**config.mk**
```make
export PLATFORM = sky130hd
export DESIGN_NAME = qnigma_tcp_tx_sched
export DESIGN_NICKNAME = d
export VERILOG_FILES = /design/src/rtl/qnigma_tcp_tx_sched.sv
export SDC_FILE = /design/constraint.sdc
export NUM_CORES = 1
export LEC_CHECK = 0
export BUFFER_PORTS_ARGS = -buffer_cell sky130_fd_sc_hd__buf_2
export CAP_MARGIN = 20
export CORE_MARGIN = 1.5
export CORE_UTILIZATION = 47
export CTS_CLUSTER_DIAMETER = 150
export DETAILED_ROUTE_END_ITERATION = 16
export PLACE_DENSITY = 0.81
export SETUP_SLACK_MARGIN = 0.15
export SLEW_MARGIN = 10
export SYNTH_ARGS = -nofsm -noshare
export SYNTH_HDL_FRONTEND = slang
export SYNTH_SLANG_ARGS = --single-unit
```
**constraint.sdc**
```tcl
create_clock -name clk -period 3.3 [get_ports clk]
set_input_delay 0.165 -clock clk [delete_from_list [all_inputs] [get_ports clk]]
set_output_delay 0.165 -clock clk [all_outputs]
set_load 0.01 [all_outputs]
```
**src/rtl/qnigma_tcp_tx_sched.sv**
```systemverilog
// TCP transmit scheduler: walks live packet-info entries from tail to head-1,
// freeing acked entries, issuing first sends and retransmits, and aging entries.

package qnigma_tcp_tx_sched_pkg;
  localparam int unsigned TRIES_W = 4;
  localparam int unsigned RTO_W   = 8;
  localparam int unsigned SEQ_W   = 32;

  typedef struct packed {
    logic               exists;
    logic [TRIES_W-1:0] tries;
    logic [RTO_W-1:0]   norm_rto;
    logic [SEQ_W-1:0]   start;
    logic [SEQ_W-1:0]   stop;
  } tcp_pkt_t;
endpackage

module qnigma_tcp_tx_sched
  import qnigma_tcp_tx_sched_pkg::*;
#(
  parameter int unsigned ADDR_W    = 4,
  parameter int unsigned RTO_TICKS = 200,
  parameter int unsigned MAX_TRIES = 5
) (
  input  logic              clk,
  input  logic              rst_n,
  input  logic              con_i,
  input  logic              flush_i,
  input  logic              tick_i,
  input  logic [31:0]       ack_i,
  input  logic [ADDR_W:0]   head_i,
  output logic [ADDR_W:0]   tail_o,
  output logic              full_o,
  output logic [ADDR_W-1:0] ram_a_o,
  input  tcp_pkt_t          ram_q_i,
  output tcp_pkt_t          ram_d_o,
  output logic              ram_we_o,
  output logic              send_req_o,
  output tcp_pkt_t          send_pkt_o,
  input  logic              send_ack_i,
  output logic              abort_o,
  output logic              flushed_o
);

  localparam int unsigned PTR_W = ADDR_W + 1;
  localparam int unsigned DEPTH = 2 ** ADDR_W;

  typedef enum logic [2:0] {IDLE, RD, EVAL, SEND, WR, FLUSH} state_t;

  state_t            state_q, state_d;
  logic [PTR_W-1:0]  ptr_q, ptr_d;
  logic [PTR_W-1:0]  tail_q, tail_d;
  logic [ADDR_W-1:0] fcnt_q, fcnt_d;
  logic [ADDR_W-1:0] ram_a_q, ram_a_d;
  tcp_pkt_t          ram_d_q, ram_d_d;
  logic              ram_we_q, ram_we_d;
  logic              send_req_q, send_req_d;
  tcp_pkt_t          send_pkt_q, send_pkt_d;
  logic              abort_q, abort_d;
  logic              flushed_q, flushed_d;
  logic              full_q, full_d;
  logic              tick_pend_q, tick_pend_d;
  logic              pass_tick_q, pass_tick_d;
  logic              pass_start;
  logic              next_entry;
  tcp_pkt_t          upd;
  logic [31:0]       seq_diff;

  // Modular distance from entry end to remote ack; sign bit clear means acked.
  assign seq_diff = ack_i - ram_q_i.stop;

  // Next-state and registered-output decode.
  always_comb begin
    state_d    = state_q;
    ptr_d      = ptr_q;
    tail_d     = tail_q;
    fcnt_d     = fcnt_q;
    ram_a_d    = ram_a_q;
    ram_d_d    = ram_d_q;
    ram_we_d   = 1'b0;
    send_req_d = send_req_q;
    send_pkt_d = send_pkt_q;
    abort_d    = 1'b0;
    flushed_d  = 1'b0;
    pass_start = 1'b0;
    next_entry = 1'b0;
    upd        = ram_q_i;

    case (state_q)
      IDLE: begin
        if (con_i && (head_i != tail_q)) begin
          state_d    = RD;
          ptr_d      = tail_q;
          ram_a_d    = tail_q[ADDR_W-1:0];
          pass_start = 1'b1;
        end
      end
      RD: state_d = con_i ? EVAL : IDLE;
      EVAL: begin
        if (!con_i) begin
          state_d = IDLE;
        end else if (!ram_q_i.exists) begin
          if (ptr_q == tail_q) tail_d = tail_q + PTR_W'(1);
          next_entry = 1'b1;
        end else if (!seq_diff[31]) begin
          upd.exists = 1'b0;
          ram_d_d    = upd;
          ram_we_d   = 1'b1;
          state_d    = WR;
          if (ptr_q == tail_q) tail_d = tail_q + PTR_W'(1);
        end else if (ram_q_i.tries == '0) begin
          send_pkt_d = ram_q_i;
          send_req_d = 1'b1;
          state_d    = SEND;
        end else if (32'(ram_q_i.norm_rto) >= RTO_TICKS) begin
          if (32'(ram_q_i.tries) >= MAX_TRIES) begin
            abort_d = 1'b1;
            state_d = IDLE;
          end else begin
            send_pkt_d = ram_q_i;
            send_req_d = 1'b1;
            state_d    = SEND;
          end
        end else begin
          if (ram_q_i.norm_rto != '1)
            upd.norm_rto = ram_q_i.norm_rto + RTO_W'(pass_tick_q);
          ram_d_d  = upd;
          ram_we_d = 1'b1;
          state_d  = WR;
        end
      end
      SEND: begin
        if (send_ack_i) begin
          upd          = send_pkt_q;
          upd.tries    = send_pkt_q.tries + TRIES_W'(1);
          upd.norm_rto = '0;
          ram_d_d      = upd;
          ram_we_d     = 1'b1;
          send_req_d   = 1'b0;
          state_d      = WR;
        end
      end
      WR: next_entry = 1'b1;
      FLUSH: begin
        if (fcnt_q == ADDR_W'(DEPTH - 1)) begin
          tail_d    = head_i;
          flushed_d = 1'b1;
          state_d   = IDLE;
        end else begin
          fcnt_d   = fcnt_q + ADDR_W'(1);
          ram_a_d  = fcnt_d;
          ram_d_d  = '0;
          ram_we_d = 1'b1;
        end
      end
      default: state_d = IDLE;
    endcase

    if (next_entry) begin
      ptr_d   = ptr_q + PTR_W'(1);
      ram_a_d = ptr_d[ADDR_W-1:0];
      state_d = (!con_i || (ptr_d == head_i)) ? IDLE : RD;
    end

    // Flush preempts everything, including a pending send; the first clear write starts now.
    if (flush_i && (state_q != FLUSH)) begin
      state_d    = FLUSH;
      send_req_d = 1'b0;
      abort_d    = 1'b0;
      pass_start = 1'b0;
      fcnt_d     = '0;
      ram_a_d    = '0;
      ram_d_d    = '0;
      ram_we_d   = 1'b1;
    end

    tick_pend_d = tick_i | (tick_pend_q & ~pass_start);
    pass_tick_d = pass_start ? tick_pend_q : pass_tick_q;
    full_d      = ((head_i - tail_d) == PTR_W'(DEPTH));
  end

  // State and output registers.
  always_ff @(posedge clk or negedge rst_n) begin
    if (!rst_n) begin
      state_q     <= IDLE;
      ptr_q       <= '0;
      tail_q      <= '0;
      fcnt_q      <= '0;
      ram_a_q     <= '0;
      ram_d_q     <= '0;
      ram_we_q    <= 1'b0;
      send_req_q  <= 1'b0;
      send_pkt_q  <= '0;
      abort_q     <= 1'b0;
      flushed_q   <= 1'b0;
      full_q      <= 1'b0;
      tick_pend_q <= 1'b0;
      pass_tick_q <= 1'b0;
    end else begin
      state_q     <= state_d;
      ptr_q       <= ptr_d;
      tail_q      <= tail_d;
      fcnt_q      <= fcnt_d;
      ram_a_q     <= ram_a_d;
      ram_d_q     <= ram_d_d;
      ram_we_q    <= ram_we_d;
      send_req_q  <= send_req_d;
      send_pkt_q  <= send_pkt_d;
      abort_q     <= abort_d;
      flushed_q   <= flushed_d;
      full_q      <= full_d;
      tick_pend_q <= tick_pend_d;
      pass_tick_q <= pass_tick_d;
    end
  end

  assign tail_o     = tail_q;
  assign full_o     = full_q;
  assign ram_a_o    = ram_a_q;
  assign ram_d_o    = ram_d_q;
  assign ram_we_o   = ram_we_q;
  assign send_req_o = send_req_q;
  assign send_pkt_o = send_pkt_q;
  assign abort_o    = abort_q;
  assign flushed_o  = flushed_q;

endmodule

```
==> results.json, run 1 <==
{
  "outcome": "completed",
  "max_cap_viol_count": 0,
  "postSynth.topFlopCell": "dfrtp_1",
  "areaGrowthSynthToFinish_pct": 38.23,
  "drtAntennaViolNets": 0,
  "top_ports": 288,
  "timing.critical_path.from_type": "flop",
  "routed_wl_mm": 30.13,
  "finalCriticalPeriod_ns": 3.216,
  "regArea_um2": 4554,
  "netlist-cell-type-count": 68,
  "footprint_of_the_multi_input_gates_um2": 4637,
  "most_frequent_cell_after_synthesis": "dfrtp_1",
  "placementRows": 52,
  "max-vdd-ir-drop_mv": 0.4527,
  "buffer_ports.inserted": 287,
  "die_span_in_y_um": 146.6,
  "dr.first_iter.drc_count": 508,
  "drt_pre_antenna_iters": 6,
  "skew_ns": 0.01164,
  "synth_enable_flop_cells": 0,
  "postSynthRegisterBits": 182,
  "cts_made_buffers": 17,
  "synth-async-reset-ratio": 1.000,
  "grt_max_degree": 94,
  "final_critical_path_setup_slack_ns": 0.08385,
  "cts_htree_levels": 4,
  "setup_viol": 0,
  "drt-vias-per-instance": 5.656,
  "worstPathMaxFanout": 4,
  "synth_top_cell_area_share": 0.4696,
  "final_nets": 1469,
  "tritoncts": "built",
  "grt_remaining_overflow": 0,
  "synth.yosys.seq_area_share": 0.4696,
  "p_leak_nw": 7.016,
  "final_hold_viol_count": 0,
  "cts.path.max_buffers": 2,
  "worst_pin_slew_ns": 0.7932,
  "worst_setup_hold_path_clk_slew_ns": 0.07,
  "highest_clock_rate_ghz": 0.3109,
  "drive_gt1_frac": 0.3971,
  "fillers": 1509,
  "synth_nets": 1096,
  "place.detailed.hpwl_mm": 20.05,
  "cellPowerDensity_nw_per_um2": 635.5,
  "antenna_found_initial": 5,
  "detailroute.via_count": 9033,
  "finalMaxSlewViolations": 0,
  "post_synth_inst_count": 936,
  "yosysWarningCount": 0,
  "synth.cells.most_frequent": "dfrtp_1, inv_1, nand4_1",
  "clock_insertion_delay_worst_skew_ns": 0.43,
  "first_global_vias": 9191,
  "synth_largest_area_cell": "dfrtp_1",
  "fin_crit_sh": 0.9746,
  "slew_limit_headroom": 0.4712,
  "wire_length_of_the_first_global_routing_pass_mm": 48.31,
  "place_congestion": 0.8968,
  "floorplan.core_area_um2": 20230,
  "die-area_um2": 21500,
  "critical_path.endpoint_type": "flop",
  "hp-class": "input port to flop",
  "synth.avg_cell_area_um2": 10.36,
  "chipWidth_um": 146.6,
  "drcViolationCount": 0,
  "drt-wirelength-per-cell_um": 18.87,
  "hold_slack_ns": 0.02289,
  "worstPathRequired_ns": 3.62,
  "synth.area.top_cells": "dfrtp_1, o221ai_1, mux2_2, inv_1, ha_1",
  "synth.cell_area_um2": 9698,
  "worst-endpoint-arrival_ns": 3.53,
  "initial_utilization": 0.4793,
  "worstSetupPathType": "flop to flop",
  "grt_setup_unrepaired": "yes",
  "groute.usage.overall": 0.2825,
  "place_ws_ns": -0.4791,
  "cts_root_buf": "clkbuf_16",
  "clock_sinks": 182
}
==> final cells by class <==
| cell class | count | area share |
|---|---|---|
| clock inverter | 14 | 0.01521 |
| tap | 270 | 0.02520 |
| multi-input combinational | 549 | 0.3459 |
| clock buffer | 18 | 0.03276 |
| antenna | 5 | 0.0009334 |
| inverter | 146 | 0.04349 |
| sequential | 182 | 0.3397 |
| timing repair buffer | 413 | 0.1968 |
==> stage by stage <==
| stage | utilization | instances | area (um2) | power [mW] | TNS [ns] |
|---|---|---|---|---|---|
| finish | 0.6625 | 1597 | 13410 | 8.519 | 0 |
| global route | 0.6624 | 1596 | 13400 | 8.984 | -0.05456 |
| CTS | 0.6616 | 1592 | 13390 | 8.506 | 0 |
| detailed placement | 0.5944 | 1494 | 12030 | 6.139 | -0.4791 |
| global placement | 0.5944 | 1494 | 12030 | 6.042 | -0.4098 |
| floorplan | - | 936 | 9963 | 4.789 | -0.09350 |
==> sequential cells by signal, summed over array words and instances, names as in the netlist <==
signal,cells
tick_pend_q,1
full_o,1
tail_o,5
ptr_q,5
pass_tick_q,1
send_pkt_o,77
ram_a_o,4
abort_o,1
ram_we_o,1
flushed_o,1
state_q,3
fcnt_q,4
ram_d_o,77
send_req_o,1
==> metal layers <==
metal  up-vias  GRT usage  part of all wire
met5         -          0                 0
met4         0     0.1328             0.036
met3        80    0.06719             0.076
met2       406     0.4656              0.49
met1      4416     0.3499              0.40
li1       4131          -                 -
==> path summary, 6_finish.rpt <==
path                                        start                    endpoint  slack [ns]  depth (start not counted)
min reg2reg                ram_a_o[3]$_DFFE_PN0P_      ram_a_o[3]$_DFFE_PN0P_        0.47                          2
min in group asynchronous                   rst_n         flushed_o$_DFF_PN0_        0.38                          2
min                                   ram_q_i[40]  send_pkt_o[40]$_DFFE_PN0P_        0.02                          2
max                           tail_o[3]$_DFF_PN0_            full_o$_DFF_PN0_        0.08                         13
max reg2reg                   tail_o[3]$_DFF_PN0_            full_o$_DFF_PN0_        0.08                         13
max in group asynchronous                   rst_n  send_pkt_o[36]$_DFFE_PN0P_        2.08                          3
==> kinds of logic after synthesis <==
group | Yosys count | share of synthesized area
compound gates | 181 | 0.1408
xor+xnor | 24 | 0.02167
fa+ha+maj | 40 | 0.05161
buf+inv | 205 | 0.08412
flops | 182 | 0.4696
mux | 84 | 0.1079
simple gates | 220 | 0.1244
==> timing repair <==
| action | CTS | global route |
|---|---|---|
| endpoints found under the hold margin | 154 | 0 |
| hold buffers | 61 | 0 |
| resized for setup | 15 | 1 |
| pin swaps | 22 | 7 |
| buffers inserted | 5 | 0 |
| setup endpoints to repair | 1 | 1 |
==> worst max-delay path, stage by stage, from the launching register on <==
cell     delay [ns]
dfrtp_1        0.39
xor2_1         0.18
nor4_2         0.33
buf_4          0.18
nand3_4        0.08
a31o_4         0.25
or4b_4         0.49
o211a_1        0.17
ha_4           0.23
a21o_1         0.18
a21oi_2        0.13
xnor2_1        0.10
nor2b_1        0.14
mux2_4         0.25
==> placed cells by master, fill, tap and decap left out, types with 5 or more instances in the layout <==
cell / count
buf_2: 285
dfrtp_1: 182
inv_1: 131
nand4_1: 74
o221ai_1: 66
dlygate4sd3_1: 61
buf_4: 58
mux2_2: 51
nand2_1: 47
a21oi_1: 31
mux2_4: 29
nor2_1: 27
ha_1: 24
nand3_1: 19
o21ai_0: 17
clkbuf_16: 17
ha_4: 15
xor2_1: 14
xnor2_1: 10
inv_2: 7
buf_12: 7
inv_6: 6
nand2b_1: 6
a21oi_2: 6
nor3_1: 6
diode_2: 5
o21ai_1: 5
nor2b_1: 5
o31ai_1: 5
o32ai_1: 5
==> power by group <==
| group | internal [mW] | switching, mW |
|---|---|---|
| combinational | 1.33 | 2.07 |
| sequential | 2.62 | 0.249 |
| clock | 1.25 | 0.995 |
Note: power is estimated with default switching activity, not from simulation.
==> inputs of run 2 (changes only) <==
CORE_ASPECT_RATIO = 0.75   (was not set)
==> run 2 against run 1 <==
Global-route usage grew 1.3 points. Via count grew 1.5%. Largest cell class unchanged. Largest power group unchanged. Worst setup slack gained 0.056 ns. Maximum frequency grew 1.8%. Critical endpoint unchanged. Highest routed layer unchanged. Register-to-register slack gained 0.08 ns.
==> results.json, run 2 (synthesis results as in run 1) <==
{
  "outcome": "completed",
  "detailroute.via_count": 9173,
  "final_hold_viol_count": 0,
  "slew_limit_headroom": 0.4887,
  "antenna_found_initial": 3,
  "hp-class": "input port to flop",
  "drtAntennaViolNets": 0,
  "worst-endpoint-arrival_ns": 3.48,
  "finalCriticalPeriod_ns": 3.160,
  "design_area_um2": 13530,
  "max_cap_viol_count": 0,
  "die_span_in_y_um": 127.4,
  "clock_sinks": 182,
  "finalCoreUtilization": 0.6694,
  "setup_viol": 0,
  "drt-vias-per-instance": 5.755,
  "highest_clock_rate_ghz": 0.3164,
  "placementRows": 45,
  "max-vdd-ir-drop_mv": 0.3967,
  "rr_startpoint": "ptr_q[1]$_DFFE_PN0P_",
  "hold-path-cell-count": 3,
  "skew_ns": 0.01339,
  "detailed_place.area_um2": 12070,
  "timing.critical_path.from_type": "input port",
  "final_nets": 1480,
  "grt_remaining_overflow": 0,
  "drt-wirelength-per-cell_um": 19.74,
  "cts_htree_levels": 4,
  "hold_slack_ns": 0.01769,
  "worstSetupPathType": "input port to flop",
  "clock_insertion_delay_worst_skew_ns": 0.44,
  "drive_gt1_frac": 0.4074,
  "worst_pin_slew_ns": 0.7669,
  "place.detailed.hpwl_mm": 20.87,
  "routed_wl_mm": 31.47,
  "wire_length_of_the_first_global_routing_pass_mm": 49.87,
  "initial_utilization": 0.4798,
  "cts.path.max_buffers": 2,
  "p_leak_nw": 7.075,
  "cts_root_buf": "clkbuf_16",
  "regArea_um2": 4554,
  "totalPowerFinal_mw": 8.393,
  "drt_pre_antenna_iters": 5,
  "critical_path.endpoint_type": "flop",
  "r2r.worst_path.cells": 13,
  "floorplan.core_area_um2": 20210,
  "cellPowerDensity_nw_per_um2": 620.3,
  "die-area_um2": 21510,
  "buffer_ports.inserted": 287,
  "worst_reg_to_reg_setup_slack_ns": 0.16,
  "drcViolationCount": 0,
  "fin_crit_sh": 0.9576,
  "chipWidth_um": 168.9,
  "tritoncts": "built",
  "place_congestion": 0.9080,
  "grt_setup_unrepaired": "yes",
  "finalMaxSlewViolations": 0,
  "hold-path-endpoint": "ram_d_o[27]$_DFFE_PN0P_",
  "grt_max_degree": 82,
  "final_common_cell": "buf_2",
  "r2r_end": "full_o$_DFF_PN0_",
  "footprint_of_the_multi_input_gates_um2": 4678,
  "groute.usage.overall": 0.2959,
  "worstPathRequired_ns": 3.62,
  "areaGrowthSynthToFinish_pct": 39.52,
  "cts_made_buffers": 17,
  "worstPathMaxFanout": 4,
  "fillers": 1501,
  "timing.hold.worst.start": "ram_q_i[27]",
  "dr.first_iter.drc_count": 702,
  "first_global_vias": 9457,
  "leading_cell_types_in_the_layout_fill_and_taps_excluded": "buf_2, dfrtp_1, inv_1",
  "worst_setup_hold_path_clk_slew_ns": 0.07,
  "top_ports": 288
}
[run 2: metal layers]
metal | global-route usage | routed length (um) | part of all wire
met1 | 0.3808 | 13190 | 0.42
met2 | 0.4852 | 14730 | 0.47
met3 | 0.07311 | 2701 | 0.086
met4 | 0.1108 | 856 | 0.027
met5 | 0 | 0 | 0
[run 2: final cells by class]
| cell class | instances | area share |
|---|---|---|
| sequential | 182 | 0.3366 |
| multi-input combinational | 549 | 0.3458 |
| inverter | 146 | 0.04346 |
| clock buffer | 18 | 0.03246 |
| antenna | 3 | 0.0005548 |
| tap | 258 | 0.02386 |
| clock inverter | 14 | 0.01119 |
| timing repair buffer | 424 | 0.2061 |
[run 2: how the worst max path moves through the flow]
stage	startpoint	endpoint	slack, ns	cells past startpoint
4_1_cts	ram_q_i[16]	full_o$_DFF_PN0_	0.15	18
3_5_place_dp	ram_q_i[25]	full_o$_DFF_PN0_	-0.54	19
6_report	ram_q_i[24]	full_o$_DFF_PN0_	0.14	17
2_1_floorplan	ram_q_i[25]	full_o$_DFF_PN0_	-0.09	16
5_1_grt	ram_q_i[15]	full_o$_DFF_PN0_	-0.006	20
3_3_place_gp	ram_q_i[2]	full_o$_DFF_PN0_	-0.36	17
[run 2: critical path: stages]
cell and delay (ns):
buf_4 0.13, inv_6 0.06, ha_4 0.19, nand4_1 0.16
nor4_4 0.08, a221oi_2 0.25, nand3_2 0.16, a211o_4 0.30
a31o_4 0.25, or4b_4 0.49, o211a_1 0.17, ha_4 0.22
a21o_1 0.18, a21oi_2 0.16, xnor2_2 0.08, nor2b_2 0.15
mux2_4 0.26
[run 2: repair_timing]
item                                    4_1_cts  5_1_grt
hold buffers                                 61        1
pin swaps                                    27        7
setup buffers                                 6        3
gates resized for setup                      34        5
endpoints found under the setup margin        1        1
hold endpoints to repair                    145        1
[run 2: stage by stage]
step,worst slack (ns),TNS (ns),instances
6_report,0.1399,0,1594
5_1_grt,-0.006497,-0.006497,1593
4_1_cts,0.1513,0,1587
3_5_place_dp,-0.5402,-0.5402,1488
3_3_place_gp,-0.3581,-0.3581,1488
2_1_floorplan,-0.09350,-0.09350,936
[run 2: where the power goes]
group | leakage [nW] | internal [mW] | switching [mW]
Clock | 0.288 | 1.04 | 1.02
Sequential | 2.46 | 2.62 | 0.267
Combinational | 4.33 | 1.33 | 2.12
==> inputs of run 3 (changes only) <==
CORE_UTILIZATION = 52   (was 47)
PLACE_DENSITY = 0.84   (was 0.81)
clock period = 3.2 ns   (was 3.3 ns; I/O delays follow)
==> run 3 against run 2 <==
Die area is 9.4% lower. Non-clock buffer count is 9 lower. Sequential power is 2% higher. Global-route usage is 3.0 points higher. Final cell count is 1.4% lower. Utilization is 5.6 points higher. Critical endpoint unchanged.
==> results.json, run 3 (synthesis results as in run 1) <==
{
  "place_congestion": 0.8934,
  "cts_htree_levels": 4,
  "first_global_vias": 9458,
  "cts_made_buffers": 17,
  "clock_insertion_delay_worst_skew_ns": 0.43,
  "slew_limit_headroom": 0.5572,
  "place.detailed.hpwl_mm": 20.72,
  "max_cap_viol_count": 0,
  "grt_max_degree": 72,
  "antenna_found_initial": 1,
  "detailed_place.area_um2": 11990,
  "footprint_of_the_multi_input_gates_um2": 4672,
  "rr_startpoint": "ptr_q[3]$_DFFE_PN0P_",
  "outcome": "completed",
  "tritoncts": "built",
  "placementRows": 43,
  "clock_sinks": 182,
  "drt-wirelength-per-cell_um": 20.14,
  "setup_viol": 0,
  "wire_length_of_the_first_global_routing_pass_mm": 49.58,
  "worstPathRequired_ns": 3.52,
  "max-vdd-ir-drop_mv": 0.5542,
  "cp_max_delay_cell": "o31a_1",
  "cp_top_family": "compound AO/OA/AOI/OAI gates",
  "netSwitchingFraction": 0.4032,
  "initial_utilization": 0.5271,
  "detailroute.via_count": 9323,
  "finalCriticalPeriod_ns": 3.199,
  "p_int_mw": 5.203,
  "worstSetupStartpoint": "ram_q_i[16]",
  "clkPwrFrac": 0.250,
  "worst_pin_slew_ns": 0.6643,
  "design_area_um2": 13350,
  "areaGrowthSynthToFinish_pct": 37.62,
  "fin_crit_sh": 0.9997,
  "grt_setup_unrepaired": "yes",
  "tns_ns": 0,
  "leading_cell_types_in_the_layout_fill_and_taps_excluded": "buf_2, dfrtp_1, inv_1",
  "critical_path.cell_chain": "buf_2 -> inv_2 -> ha_4 -> a21oi_2 -> o21ai_2 -> a221oi_2 -> nand3_2 -> a211o_4 -> a31o_4 -> buf_4 -> o31a_1 -> a211oi_2 -> ha_1 -> buf_4 -> a21oi_2 -> xnor2_1 -> nor2b_1 -> mux2_4",
  "p_leak_nw": 7.003,
  "timing.hold.worst.start": "ram_q_i[15]",
  "top_ports": 288,
  "cts_root_buf": "clkbuf_16",
  "buffer_ports.inserted": 287,
  "fillers": 1272,
  "regArea_um2": 4554,
  "m1WireLength_mm": 12.77,
  "chipWidth_um": 160.7,
  "floorplan.core_area_um2": 18400,
  "cellPowerDensity_nw_per_um2": 653.2,
  "worst_setup_hold_path_clk_slew_ns": 0.08,
  "worst-path-buf-inv": 4,
  "grt_remaining_overflow": 0,
  "die-area_um2": 19490,
  "dr.first_iter.drc_count": 912,
  "final_nets": 1471,
  "drtAntennaViolNets": 0,
  "combinationalPowerShare": 0.410,
  "cts.path.max_buffers": 2,
  "worstPathMaxFanout": 5,
  "drive_gt1_frac": 0.4026,
  "final_critical_path_setup_slack_ns": 0.0008515,
  "timing.critical_path.from_type": "input port",
  "groute.usage.overall": 0.3257,
  "drt_pre_antenna_iters": 6,
  "hp-class": "input port to flop",
  "worstSetupPathType": "input port to flop",
  "critical_path.endpoint_type": "flop",
  "final_common_cell": "buf_2",
  "final_hold_viol_count": 0,
  "die_span_in_y_um": 121.3,
  "drt-vias-per-instance": 5.931,
  "portion_of_total_power_attributed_to_sequential_cells": 0.340,
  "place_ws_ns": -0.5600,
  "p_switching_mw": 3.515,
  "skew_ns": 0.01600,
  "critPathMaxStageDelay_ns": 0.30,
  "highest-signal-layer": "met4",
  "finalMaxSlewViolations": 0,
  "met2WireLength_mm": 15.15,
  "worst-endpoint-arrival_ns": 3.52,
  "length_of_routed_met3_wiring_mm": 2.824,
  "routed_wl_mm": 31.67,
  "highest_clock_rate_ghz": 0.3126,
  "drcViolationCount": 0
}
## run 3: layer usage
metal / vias up / track usage
met5: - / 0
li1: 4124 / -
met4: 0 / 0.1343
met3: 98 / 0.08100
met1: 4542 / 0.4101
met2: 559 / 0.5398
## run 3: power by group through the flow
stage | Clock [mW] | Combinational, mW | Sequential (mW)
finish | 2.18 | 3.58 | 2.96
global route | 2.28 | 3.86 | 3.01
CTS | 2.20 | 3.49 | 2.95
detailed placement | 0 | 3.36 | 2.99
global placement | 0 | 3.29 | 2.97
floorplan | 0 | 1.81 | 3.13
## run 3: area by class of cell
type / instances / share of cell area
Multi-Input combinational cell: 549 / 0.3501
Clock buffer: 18 / 0.03216
Timing Repair Buffer: 415 / 0.1956
Antenna cell: 1 / 0.0001875
Sequential cell: 182 / 0.3412
Tap cell: 247 / 0.02316
Clock inverter: 14 / 0.01387
Inverter: 146 / 0.04369
## run 3: final timing paths
kind                       slack, ns                         end  depth (start not counted)
setup reg to reg                0.01            full_o$_DFF_PN0_                         14
hold / removal                  0.02  send_pkt_o[15]$_DFFE_PN0P_                          2
hold reg to reg                 0.48      ram_a_o[1]$_DFFE_PN0P_                          2
min in group asynchronous       0.30  send_pkt_o[55]$_DFFE_PN0P_                          2
max in group asynchronous       2.06     ram_d_o[16]$_DFFE_PN0P_                          3
setup / recovery              0.0009            full_o$_DFF_PN0_                         18
## run 3: per-stage QoR
step | cells | hold WS, ns | utilization | total power [mW]
final | 1572 | 0.01900 | 0.7254 | 8.718
after detailed placement | 1474 | 0.2220 | 0.6518 | 6.353
after global routing | 1572 | 0.005486 | 0.7254 | 9.149
after CTS | 1570 | 0.001304 | 0.7239 | 8.638
after floorplan | 936 | -0.1356 | - | 4.939
after global placement | 1474 | 0.2244 | 0.6518 | 6.262
## run 3: what timing repair did
| item | in CTS | in global routing |
|---|---|---|
| endpoints found under the setup margin | 1 | 1 |
| endpoints found under the hold margin | 127 | 0 |
| setup buffers | 7 | 1 |
| resized for setup | 17 | 3 |
| pin swaps | 21 | 11 |
| hold buffers | 57 | 0 |
